File: src/rtl/i2s_pkg.sv
// Shared types for the I2S receiver: default sample width, the signed
// sample type handed downstream, and the receiver FSM state encoding.
package i2s_pkg;

  localparam int DATA_W_DEF = 24;

  typedef logic signed [DATA_W_DEF-1:0] sample_t;

  typedef enum logic [1:0] {
    ALIGN = 2'd0,
    DELAY = 2'd1,
    SHIFT = 2'd2,
    PAD   = 2'd3
  } rx_state_t;

endpackage

File: src/rtl/i2s_rx_sync_edge.sv
// sync_edge: multi-stage synchroniser for an asynchronous clock-like input
// plus a bundle of data inputs that travel through the same number of
// stages, so their relative alignment is kept. Emits a one-clk pulse on
// each rising edge of the synchronised clock-like input.
// STAGES must be at least 2.
module sync_edge #(
  parameter int STAGES = 2,
  parameter int DATA_W = 2
) (
  input  logic              clk,
  input  logic              rst,
  input  logic              edge_i,
  input  logic [DATA_W-1:0] data_i,
  output logic              edge_rise_o,
  output logic [DATA_W-1:0] data_o
);

  localparam int W = DATA_W + 1;

  // stage_q[0] is the first (metastable-prone) flop; stage_q[STAGES-1] is safe
  logic [STAGES-1:0][W-1:0] stage_q;
  logic                     edge_prev_q;

  // Shift the edge signal and data bundle together through the chain
  always_ff @(posedge clk or posedge rst) begin
    if (rst) begin
      stage_q <= '0;
    end else begin
      stage_q <= {stage_q[STAGES-2:0], {edge_i, data_i}};
    end
  end

  // Remember the last synchronised level of the edge signal
  always_ff @(posedge clk or posedge rst) begin
    if (rst) begin
      edge_prev_q <= 1'b0;
    end else begin
      edge_prev_q <= stage_q[STAGES-1][W-1];
    end
  end

  assign edge_rise_o = stage_q[STAGES-1][W-1] & ~edge_prev_q;
  assign data_o      = stage_q[STAGES-1][DATA_W-1:0];

endmodule

File: src/rtl/i2s_rx.sv
// i2s_rx: oversampling I2S receiver. Deserialises MSB-first two's complement
// words from an asynchronous I2S stream and presents each left/right pair
// with a one-clk sample_valid strobe; malformed slots give a frame_err pulse.
// Optional build macro I2S_RX_LJ_EN selects left-justified framing (no
// one-bit delay after the word-select edge).
module i2s_rx
  import i2s_pkg::*;
#(
  parameter int DATA_W      = DATA_W_DEF,
  parameter int SLOT_W      = 32,
  parameter int SYNC_STAGES = 2
) (
  input  logic                     clk,
  input  logic                     rst,
  input  logic                     i2s_bclk,
  input  logic                     i2s_lrclk,
  input  logic                     i2s_sdata,
  output logic signed [DATA_W-1:0] sample_l,
  output logic signed [DATA_W-1:0] sample_r,
  output logic                     sample_valid,
  output logic                     frame_err
);

`ifdef I2S_RX_LJ_EN
  localparam bit LJ_MODE = 1'b1;
`else
  localparam bit LJ_MODE = 1'b0;
`endif

  localparam int CNT_W = $clog2(DATA_W);
  localparam int PAD_W = $clog2(SLOT_W + 1);
  localparam logic [CNT_W-1:0] BIT_LAST = CNT_W'(DATA_W - 1);
  localparam logic [PAD_W-1:0] PAD_MAX  = PAD_W'(SLOT_W);

  // Synchronised inputs
  logic       bclk_rise;
  logic [1:0] lr_sd_s;
  logic       lrclk_s;
  logic       sdata_s;

  sync_edge #(
    .STAGES (SYNC_STAGES),
    .DATA_W (2)
  ) u_sync (
    .clk         (clk),
    .rst         (rst),
    .edge_i      (i2s_bclk),
    .data_i      ({i2s_lrclk, i2s_sdata}),
    .edge_rise_o (bclk_rise),
    .data_o      (lr_sd_s)
  );

  assign lrclk_s = lr_sd_s[1];
  assign sdata_s = lr_sd_s[0];

  // Receiver state
  rx_state_t         state_q,    state_d;
  logic [CNT_W-1:0]  bit_cnt_q,  bit_cnt_d;
  logic [PAD_W-1:0]  pad_cnt_q,  pad_cnt_d;
  logic [DATA_W-1:0] shreg_q,    shreg_d;
  logic              chan_q,     chan_d;
  logic              lr_prev_q,  lr_prev_d;
  logic [DATA_W-1:0] hold_l_q,   hold_l_d;
  logic              hold_vld_q, hold_vld_d;
  logic              emit_q,     emit_d;
  logic              err_q,      err_d;

  // Output registers
  logic [DATA_W-1:0] sample_l_q;
  logic [DATA_W-1:0] sample_r_q;
  logic              sample_valid_q;

  logic [DATA_W-1:0] shifted;
  logic              word_edge;
  logic              start_slot;

  assign shifted   = {shreg_q[DATA_W-2:0], sdata_s};
  assign word_edge = (lrclk_s != lr_prev_q);

  // Slot framing FSM; everything advances only on a synchronised BCLK rise
  always_comb begin
    state_d    = state_q;
    bit_cnt_d  = bit_cnt_q;
    pad_cnt_d  = pad_cnt_q;
    shreg_d    = shreg_q;
    chan_d     = chan_q;
    lr_prev_d  = lr_prev_q;
    hold_l_d   = hold_l_q;
    hold_vld_d = hold_vld_q;
    emit_d     = 1'b0;
    err_d      = 1'b0;
    start_slot = 1'b0;

    if (bclk_rise) begin
      lr_prev_d = lrclk_s;

      case (state_q)
        ALIGN: begin
          // Lock only on the right-to-left transition so a frame starts at L
          if (word_edge && !lrclk_s) begin
            start_slot = 1'b1;
          end
        end

        DELAY, SHIFT: begin
          if (word_edge) begin
            // Slot ended before the word was complete (edge wins over LSB)
            err_d      = 1'b1;
            start_slot = 1'b1;
          end else begin
            // The edge rise was the delay bit, so DELAY captures the MSB here
            shreg_d   = shifted;
            bit_cnt_d = bit_cnt_q + CNT_W'(1);
            state_d   = SHIFT;
            if (state_q == SHIFT && bit_cnt_q == BIT_LAST) begin
              state_d   = PAD;
              pad_cnt_d = '0;
              if (!chan_q) begin
                hold_l_d   = shifted;
                hold_vld_d = 1'b1;
              end else begin
                emit_d     = hold_vld_q;
                hold_vld_d = 1'b0;
              end
            end
          end
        end

        PAD: begin
          if (word_edge) begin
            start_slot = 1'b1;
          end else if (pad_cnt_q == PAD_MAX) begin
            // Too many bits without a word edge: lost framing, re-align
            err_d      = 1'b1;
            state_d    = ALIGN;
            hold_vld_d = 1'b0;
          end else begin
            pad_cnt_d = pad_cnt_q + PAD_W'(1);
          end
        end

        default: state_d = ALIGN;
      endcase

      if (start_slot) begin
        chan_d    = lrclk_s;
        bit_cnt_d = '0;
        // A held left word is only valid for the right slot that follows it
        if (err_d || !lrclk_s) begin
          hold_vld_d = 1'b0;
        end
        if (LJ_MODE) begin
          shreg_d   = shifted;
          bit_cnt_d = CNT_W'(1);
          state_d   = SHIFT;
        end else begin
          state_d = DELAY;
        end
      end
    end
  end

  // FSM and datapath registers
  always_ff @(posedge clk or posedge rst) begin
    if (rst) begin
      state_q    <= ALIGN;
      bit_cnt_q  <= '0;
      pad_cnt_q  <= '0;
      shreg_q    <= '0;
      chan_q     <= 1'b0;
      lr_prev_q  <= 1'b0;
      hold_l_q   <= '0;
      hold_vld_q <= 1'b0;
      emit_q     <= 1'b0;
      err_q      <= 1'b0;
    end else begin
      state_q    <= state_d;
      bit_cnt_q  <= bit_cnt_d;
      pad_cnt_q  <= pad_cnt_d;
      shreg_q    <= shreg_d;
      chan_q     <= chan_d;
      lr_prev_q  <= lr_prev_d;
      hold_l_q   <= hold_l_d;
      hold_vld_q <= hold_vld_d;
      emit_q     <= emit_d;
      err_q      <= err_d;
    end
  end

  // Publish a completed pair one clk after the right LSB was captured
  always_ff @(posedge clk or posedge rst) begin
    if (rst) begin
      sample_l_q     <= '0;
      sample_r_q     <= '0;
      sample_valid_q <= 1'b0;
    end else begin
      sample_valid_q <= emit_q;
      if (emit_q) begin
        sample_l_q <= hold_l_q;
        sample_r_q <= shreg_q;
      end
    end
  end

  assign sample_l     = sample_l_q;
  assign sample_r     = sample_r_q;
  assign sample_valid = sample_valid_q;
  assign frame_err    = err_q;

endmodule

File: config.mk
export PLATFORM = sky130hd
export DESIGN_NAME = i2s_rx
export DESIGN_NICKNAME = d
export VERILOG_FILES = /design/src/rtl/i2s_pkg.sv /design/src/rtl/i2s_rx_sync_edge.sv /design/src/rtl/i2s_rx.sv
export SDC_FILE = /design/constraint.sdc
export NUM_CORES = 1
export LEC_CHECK = 0
export BUFFER_PORTS_ARGS = -buffer_cell sky130_fd_sc_hd__buf_2
export CAP_MARGIN = 20
export CORE_AREA = 2 2 206 107
export DETAILED_ROUTE_END_ITERATION = 12
export DIE_AREA = 0 0 208 109
export GPL_TIMING_DRIVEN = 0
export PLACE_DENSITY = 0.47
export SETUP_SLACK_MARGIN = 0.5
export SYNTH_ARGS = -nofsm -noshare
export SYNTH_HDL_FRONTEND = slang
export SYNTH_HIERARCHICAL = 1
export SYNTH_SLANG_ARGS = --single-unit
File: constraint.sdc
create_clock -name clk -period 4.5 [get_ports clk]
set_input_delay 1.125 -clock clk [delete_from_list [all_inputs] [get_ports clk]]
set_output_delay 1.125 -clock clk [all_outputs]
set_load 0.01 [all_outputs]
==> flow_metrics.tcl, run 1 <==
set metrics [dict create \
    status "finished, final reports clean" \
    die_area_sq_mm 0.02267 \
    synth-seq-cells 122 \
    clkPwrFrac_pct 46.0 \
    yosys_warnings 6 \
    first_global_vias 3093 \
    max_freq_mhz 447.4 \
    synth-main-ff-cell "dfrtp_1" \
    worst_hold_slack_ps 348.0 \
    grt_max_degree 39 \
    met2_usage_pct 13.98 \
    leakage_nw 3.087 \
    postCtsHoldBufs 0 \
    syn_area_sq_mm 0.004938 \
    synthArstFlopShare_pct 100.0 \
    postCtsSetupBuffers 0 \
    cts_sinks 122 \
    wl_per_cell_um 15.18 \
    swShare_pct 27.28 \
    reg2reg_from "state_q[1]" \
    postSynthCellCount 335 \
    finalCriticalPeriod_ps 2235 \
    tightest_slew_ps 678.5 \
    hold_depth 0 \
    cp_top_family "simple AND/OR/NAND/NOR gates" \
    fin_tns_setup_ps 0 \
    min_to "u_sync/data_o[1]" \
    cts_made_buffers 17 \
    port_buffers 54 \
    core-area_sq_mm 0.02102 \
    comb_power_share_pct 10.0 \
    seq_power_share_pct 44.0 \
    max_slew_margin_pct 54.77 \
    synth-edff-count 0 \
    critPathMaxFanout 10 \
    dp_hpwl_mm 7.483 \
    slowest_stage "dfrtp_1" \
    dieWidth_um 208 \
    slowest_delay_ps 380 \
    grtUsageMet1_pct 14.17 \
    path_clk_slew_ps 60 \
    ant_nets 0 \
    vias 2972 \
    grt_use_total_pct 10.06 \
    power.switching_mw 0.7577 \
    rsz0062_at_grt "no" \
    routed_wl_mm 10.68 \
    antenna_cells 0 \
    worst_setup_path_end_kind "flip-flop" \
    synth-seq-area-share_pct 61.82 \
    rr_endpoint "hold_l_q[15]" \
    cts_root_buffer "clkbuf_16" \
    power.internal_mw 2.020 \
    path_class "flip-flop to flip-flop" \
    cts_max_path_buffers 2 \
    drc 0 \
    grt_pass1_wl_mm 17.17 \
    drive_above_1_share_pct 48.35 \
    die_h_um 109 \
    rows 38 \
    reg2reg_slack_ps 2260 \
    cts_tree "done" \
    cts-htree-levels 4 \
    final_common_cell "dfrtp_1" \
    grt.overflow.total 0 \
    via_per_inst 4.222 \
    dr.pass1.iters 4 \
    setup_viol 0 \
    period_share_pct 49.67 \
    antenna_found_initial 0 \
    initial_utilization_pct 23.50 \
    vdd_ir_drop_max_v 0.0002558 \
    final.setup_skew_ps 8.478 \
    final_cell_mix "122 x dfrtp_1, 97 x mux2_2, 60 x buf_2" \
    required_ps 4790 \
    holdCritPathClass "flip-flop to flip-flop" \
    synth_nets 348 \
    cp_cell_sequence "inv_1, ha_1, and4_1, nand2_1, nor2_4, buf_4, mux2_2" \
    clock_latency_ps 420 \
    power.density_mw_per_mm2 449.2 \
    cts_resized 0 \
    syn2layout_area_growth_pct 25.21 \
    drt_iter0_drc 117 \
    met3_usage_pct 3.831 \
    ff2ff_path_depth 7 \
    gp_congestion 0.7681 \
    busiest_layer "met1" \
    min_from "u_sync/stage_q[1]" \
    finalMaxSlewViolations 0 \
    cp_num_buf_inv 2 \
    io_pins 55 \
    synth.distinct_cells 51 \
    hold_violations 0 \
    nNetsFinal 424 \
    start_kind "flip-flop" \
    syn_area_per_cell_sq_um 14.74 \
    critPathArrivalTime_ps 2530 \
    cap_violations 0 \
]
[metal layers]
metal  vias to the layer above  part of all wire, %
met5                         -                    0
met4                         0                  1.0
met2                        49                   42
met1                      1549                   52
met3                        14                  5.0
li1                       1360                    -
[cells in the mapped netlist, drive strengths merged (4+ instances only)]
master / n / area share, %
nand2: 8 / 0.61
nand3: 6 / 0.71
nor2: 11 / 0.99
ha: 8 / 2.0
o21ai: 4 / 0.41
dfrtp: 122 / 62
inv: 8 / 0.61
clkbuf: 4 / 0.33
nor2b: 5 / 0.79
buf: 13 / 1.5
o211ai: 4 / 0.61
mux2: 98 / 22
[power by group through the flow]
| stage | logic, mW | clock network, mW | registers (mW) |
|---|---|---|---|
| 4_1_cts | 0.279 | 1.32 | 1.22 |
| 2_1_floorplan | 0.211 | 0 | 1.22 |
| 3_3_place_gp | 0.263 | 0 | 1.24 |
| 6_report | 0.278 | 1.28 | 1.22 |
| 5_1_grt | 0.312 | 1.38 | 1.23 |
| 3_5_place_dp | 0.277 | 0 | 1.24 |
[worst max path at each step]
stage                from           end  slack (ps)  depth (start not counted)
6_report       state_q[1]  hold_l_q[15]        2260                          7
2_1_floorplan         rst  bit_cnt_q[0]        1980                          1
3_5_place_dp   state_q[1]   hold_l_q[7]        2260                          7
3_3_place_gp          rst  sample_l[13]        1220                          2
4_1_cts        state_q[1]   hold_l_q[7]        2250                          7
5_1_grt        state_q[1]  hold_l_q[15]        2090                          7
[stage by stage]
stage	instances	setup slack (ps)	power [mW]	utilization [%]	cell area (sq um)
2_1_floorplan	335	1976	1.428	-	4942
3_3_place_gp	669	1223	1.502	26.47	5563
3_5_place_dp	672	2260	1.518	26.76	5623
4_1_cts	704	2248	2.818	29.42	6183
5_1_grt	704	2089	2.922	29.42	6183
6_report	704	2265	2.777	29.42	6183
[sequential cells by signal, indices dropped and copies added (netlist names), 4 cells and up]
name,count
pad_cnt_q,6
bit_cnt_q,5
sample_l,24
hold_l_q,24
shreg_q,24
u_sync/stage_q,4
sample_r,24
[logic make-up (layout without fill, tap and decap cells)]
family,after synthesis,after routing,synth area share [%]
adder cells (fa/ha/maj),8,8,2.027
AO/OA/AOI/OAI,26,26,4.029
flip-flops,122,122,61.82
AND/OR/NAND/NOR,52,52,6.587
XOR/XNOR,3,3,0.5321
multiplexers,99,99,22.55
buffers and inverters,25,114,2.458
[worst reg2reg max path, stage by stage (launching register included)]
cell	delay, ps
dfrtp_1	380
inv_1	100
ha_1	350
and4_1	330
nand2_1	140
nor2_4	200
buf_4	260
mux2_2	360
[cell type report]
class	instances	area, sq um
Fill cell	2130	14830
Sequential cell	122	3053
Multi-Input combinational cell	188	1764
Clock buffer	19	452.9
Tap cell	280	350.3
Timing Repair Buffer	57	330.3
Clock inverter	13	107.6
Buffer	17	91.34
Inverter	8	33.78
(Power assumes the default switching activity.)
==> run 2: changes to the inputs <==
==> constraint.sdc (replaced) <==
create_clock -name clk -period 2.32 [get_ports clk]
set_input_delay 0.58 -clock clk [delete_from_list [all_inputs] [get_ports clk]]
set_output_delay 0.58 -clock clk [all_outputs]
set_load 0.01 [all_outputs]
==> run 2 against run 1 <==
- cell area grew 9.0%
- global-route usage is 0.82 points higher
- critical path depth grew 2
- die area unchanged
- via count up 5.3%
- clock-buffer cell count is 2 lower
- critical path type unchanged
- largest power group unchanged
- highest routed layer unchanged
==> flow_metrics.tcl, run 2 (synthesized netlist as in run 1, its figures left out) <==
set metrics [dict create \
    postLayoutSetupSlackWorst_ps 376.9 \
    critPathArrivalTime_ps 2240 \
    rsz0062_at_grt "yes" \
    grt_use_total_pct 10.87 \
    cp_num_buf_inv 4 \
    ff2ff_path_depth 9 \
    drive_above_1_share_pct 55.75 \
    final_cell_mix "122 x dfrtp_1, 74 x mux2_2, 58 x buf_2" \
    final.setup_skew_ps 12.44 \
    dieWidth_um 208 \
    postLayoutCellArea_sq_mm 0.006741 \
    status "finished, final reports clean" \
    n_fill_cell 2078 \
    vdd_ir_drop_max_v 0.0005659 \
    cp-endpoint "hold_l_q[16]" \
    clock_latency_ps 420 \
    via_per_inst 4.277 \
    rows 38 \
    nNetsFinal 452 \
    max_freq_mhz 514.6 \
    start_kind "flip-flop" \
    power.density_mw_per_mm2 833.1 \
    dpl_worst_slack_ps 227.0 \
    vias 3131 \
    worst_hold_slack_ps 98.30 \
    cts_max_path_buffers 2 \
    holdCritPathClass "input pin to asynchronous set/reset pin" \
    final_common_cell "dfrtp_1" \
    finalMaxSlewViolations 0 \
    postCtsHoldBufs 0 \
    reg2reg_from "state_q[0]" \
    grt_max_degree 39 \
    grt.overflow.total 0 \
    critPathMaxFanout 5 \
    worst_setup_path_end_kind "flip-flop" \
    gp_congestion 0.7769 \
    grt_pass1_wl_mm 18.60 \
    hold_violations 0 \
    dr.pass1.iters 4 \
    place_area_sq_mm 0.005648 \
    antenna_cells 0 \
    slowest_stage "dfrtp_1" \
    cap_violations 0 \
    cts_sinks 122 \
    required_ps 2620 \
    core-area_sq_mm 0.02102 \
    leakage_nw 3.336 \
    rr_endpoint "hold_l_q[16]" \
    antenna_found_initial 0 \
    die_h_um 109 \
    slowest_delay_ps 360 \
    cp_cell_sequence "inv_2, ha_4, and4_4, nand2_4, nor2_4, buf_4, buf_12, buf_16, mux2_4" \
    cts_tree "done" \
    cts_root_buffer "clkbuf_16" \
    ant_nets 0 \
    routed_wl_mm 11.41 \
    utilization_pct 32.08 \
    syn2layout_area_growth_pct 36.51 \
    max_slew_margin_pct 53.12 \
    cp_top_family "buffers and inverters" \
    reg2reg_slack_ps 380 \
    cts-htree-levels 4 \
    drt_iter0_drc 181 \
    tightest_slew_ps 703.1 \
    startpoint "state_q[0]" \
    initial_utilization_pct 23.50 \
    die_area_sq_mm 0.02267 \
    period_share_pct 83.76 \
    setup_viol 0 \
    path_class "flip-flop to flip-flop" \
    first_global_vias 3272 \
    drc 0 \
    wl_per_cell_um 15.59 \
    path_clk_slew_ps 60 \
    finalCriticalPeriod_ps 1943 \
    dp_hpwl_mm 7.576 \
    cts_made_buffers 17 \
    port_buffers 54 \
    worst-path-stages 9 \
    io_pins 55 \
]
[run 2: changes by cell type in the layout (fill, tap and decap cells not counted), moves of 3 or more]
cell        previous run  this run
buf_6                  0         7
buf_12                 3         8
inv_1                  7         4
mux2_4                 0        24
clkinv_4               3         6
ha_4                   0         4
buf_4                  5        22
mux2_2                97        74
clkinv_2               0         3
ha_1                   8         3
clkinvlp_4             6         2
[run 2: through the flow]
| step | std cells | total power, mW | setup TNS, ps |
|---|---|---|---|
| after floorplan | 335 | 2.779 | 0 |
| after global placement | 669 | 2.923 | -46280 |
| after detailed placement | 672 | 2.951 | 0 |
| after CTS | 721 | 5.598 | 0 |
| after global routing | 732 | 5.906 | 0 |
| final | 732 | 5.616 | 0 |
[run 2: layout make-up]
cell class | instances | area [sq um] | area share, %
well taps | 280 | 350.3 | 5.197
clock buffers | 17 | 425.4 | 6.310
repair buffers | 85 | 633.1 | 9.391
plain buffers | 17 | 148.9 | 2.209
clock inverters | 15 | 142.6 | 2.116
flip-flops and latches | 122 | 3053 | 45.29
inverters | 8 | 36.28 | 0.5382
multi-input cells | 188 | 1952 | 28.95
[run 2: worst min path at each step]
stage                        endpoint  cells past startpoint
floorplan            u_sync/data_o[0]                      0
global placement    u_sync/stage_q[5]                      0
detailed placement   u_sync/data_o[0]                      0
CTS                 u_sync/stage_q[0]                      2
global route        u_sync/stage_q[2]                      2
finish              u_sync/stage_q[5]                      2
[run 2: worst reg2reg max path: cells and delay by family, from the launching register on]
kind	cells	cell delay, ps
multiplexers	1	300
AND/OR/NAND/NOR	3	430
flip-flops	1	360
adder cells (fa/ha/maj)	1	290
buffers and inverters	4	460
[run 2: power breakdown]
group	switching [mW]	leakage [nW]	internal, mW
sequential	0.126	1.67	2.24
combinational	0.363	1.39	0.351
clock	1.04	0.280	1.49
[run 2: layer usage]
layer	vias up	GRT usage [%]	share of wire, %
met3	12	3.946	5.6
met1	1635	15.38	50
li1	1423	-	-
met5	-	0	0
met2	61	14.97	43
met4	0	4.255	1.1
[run 2: timing repair]
action | in CTS | in global routing
gates cloned | 2 | 0
buffers inserted | 15 | 11
hold endpoints to repair | 0 | 0
endpoints found under the setup margin | 69 | 62
pin swaps | 5 | 4
resized for setup | 46 | 21
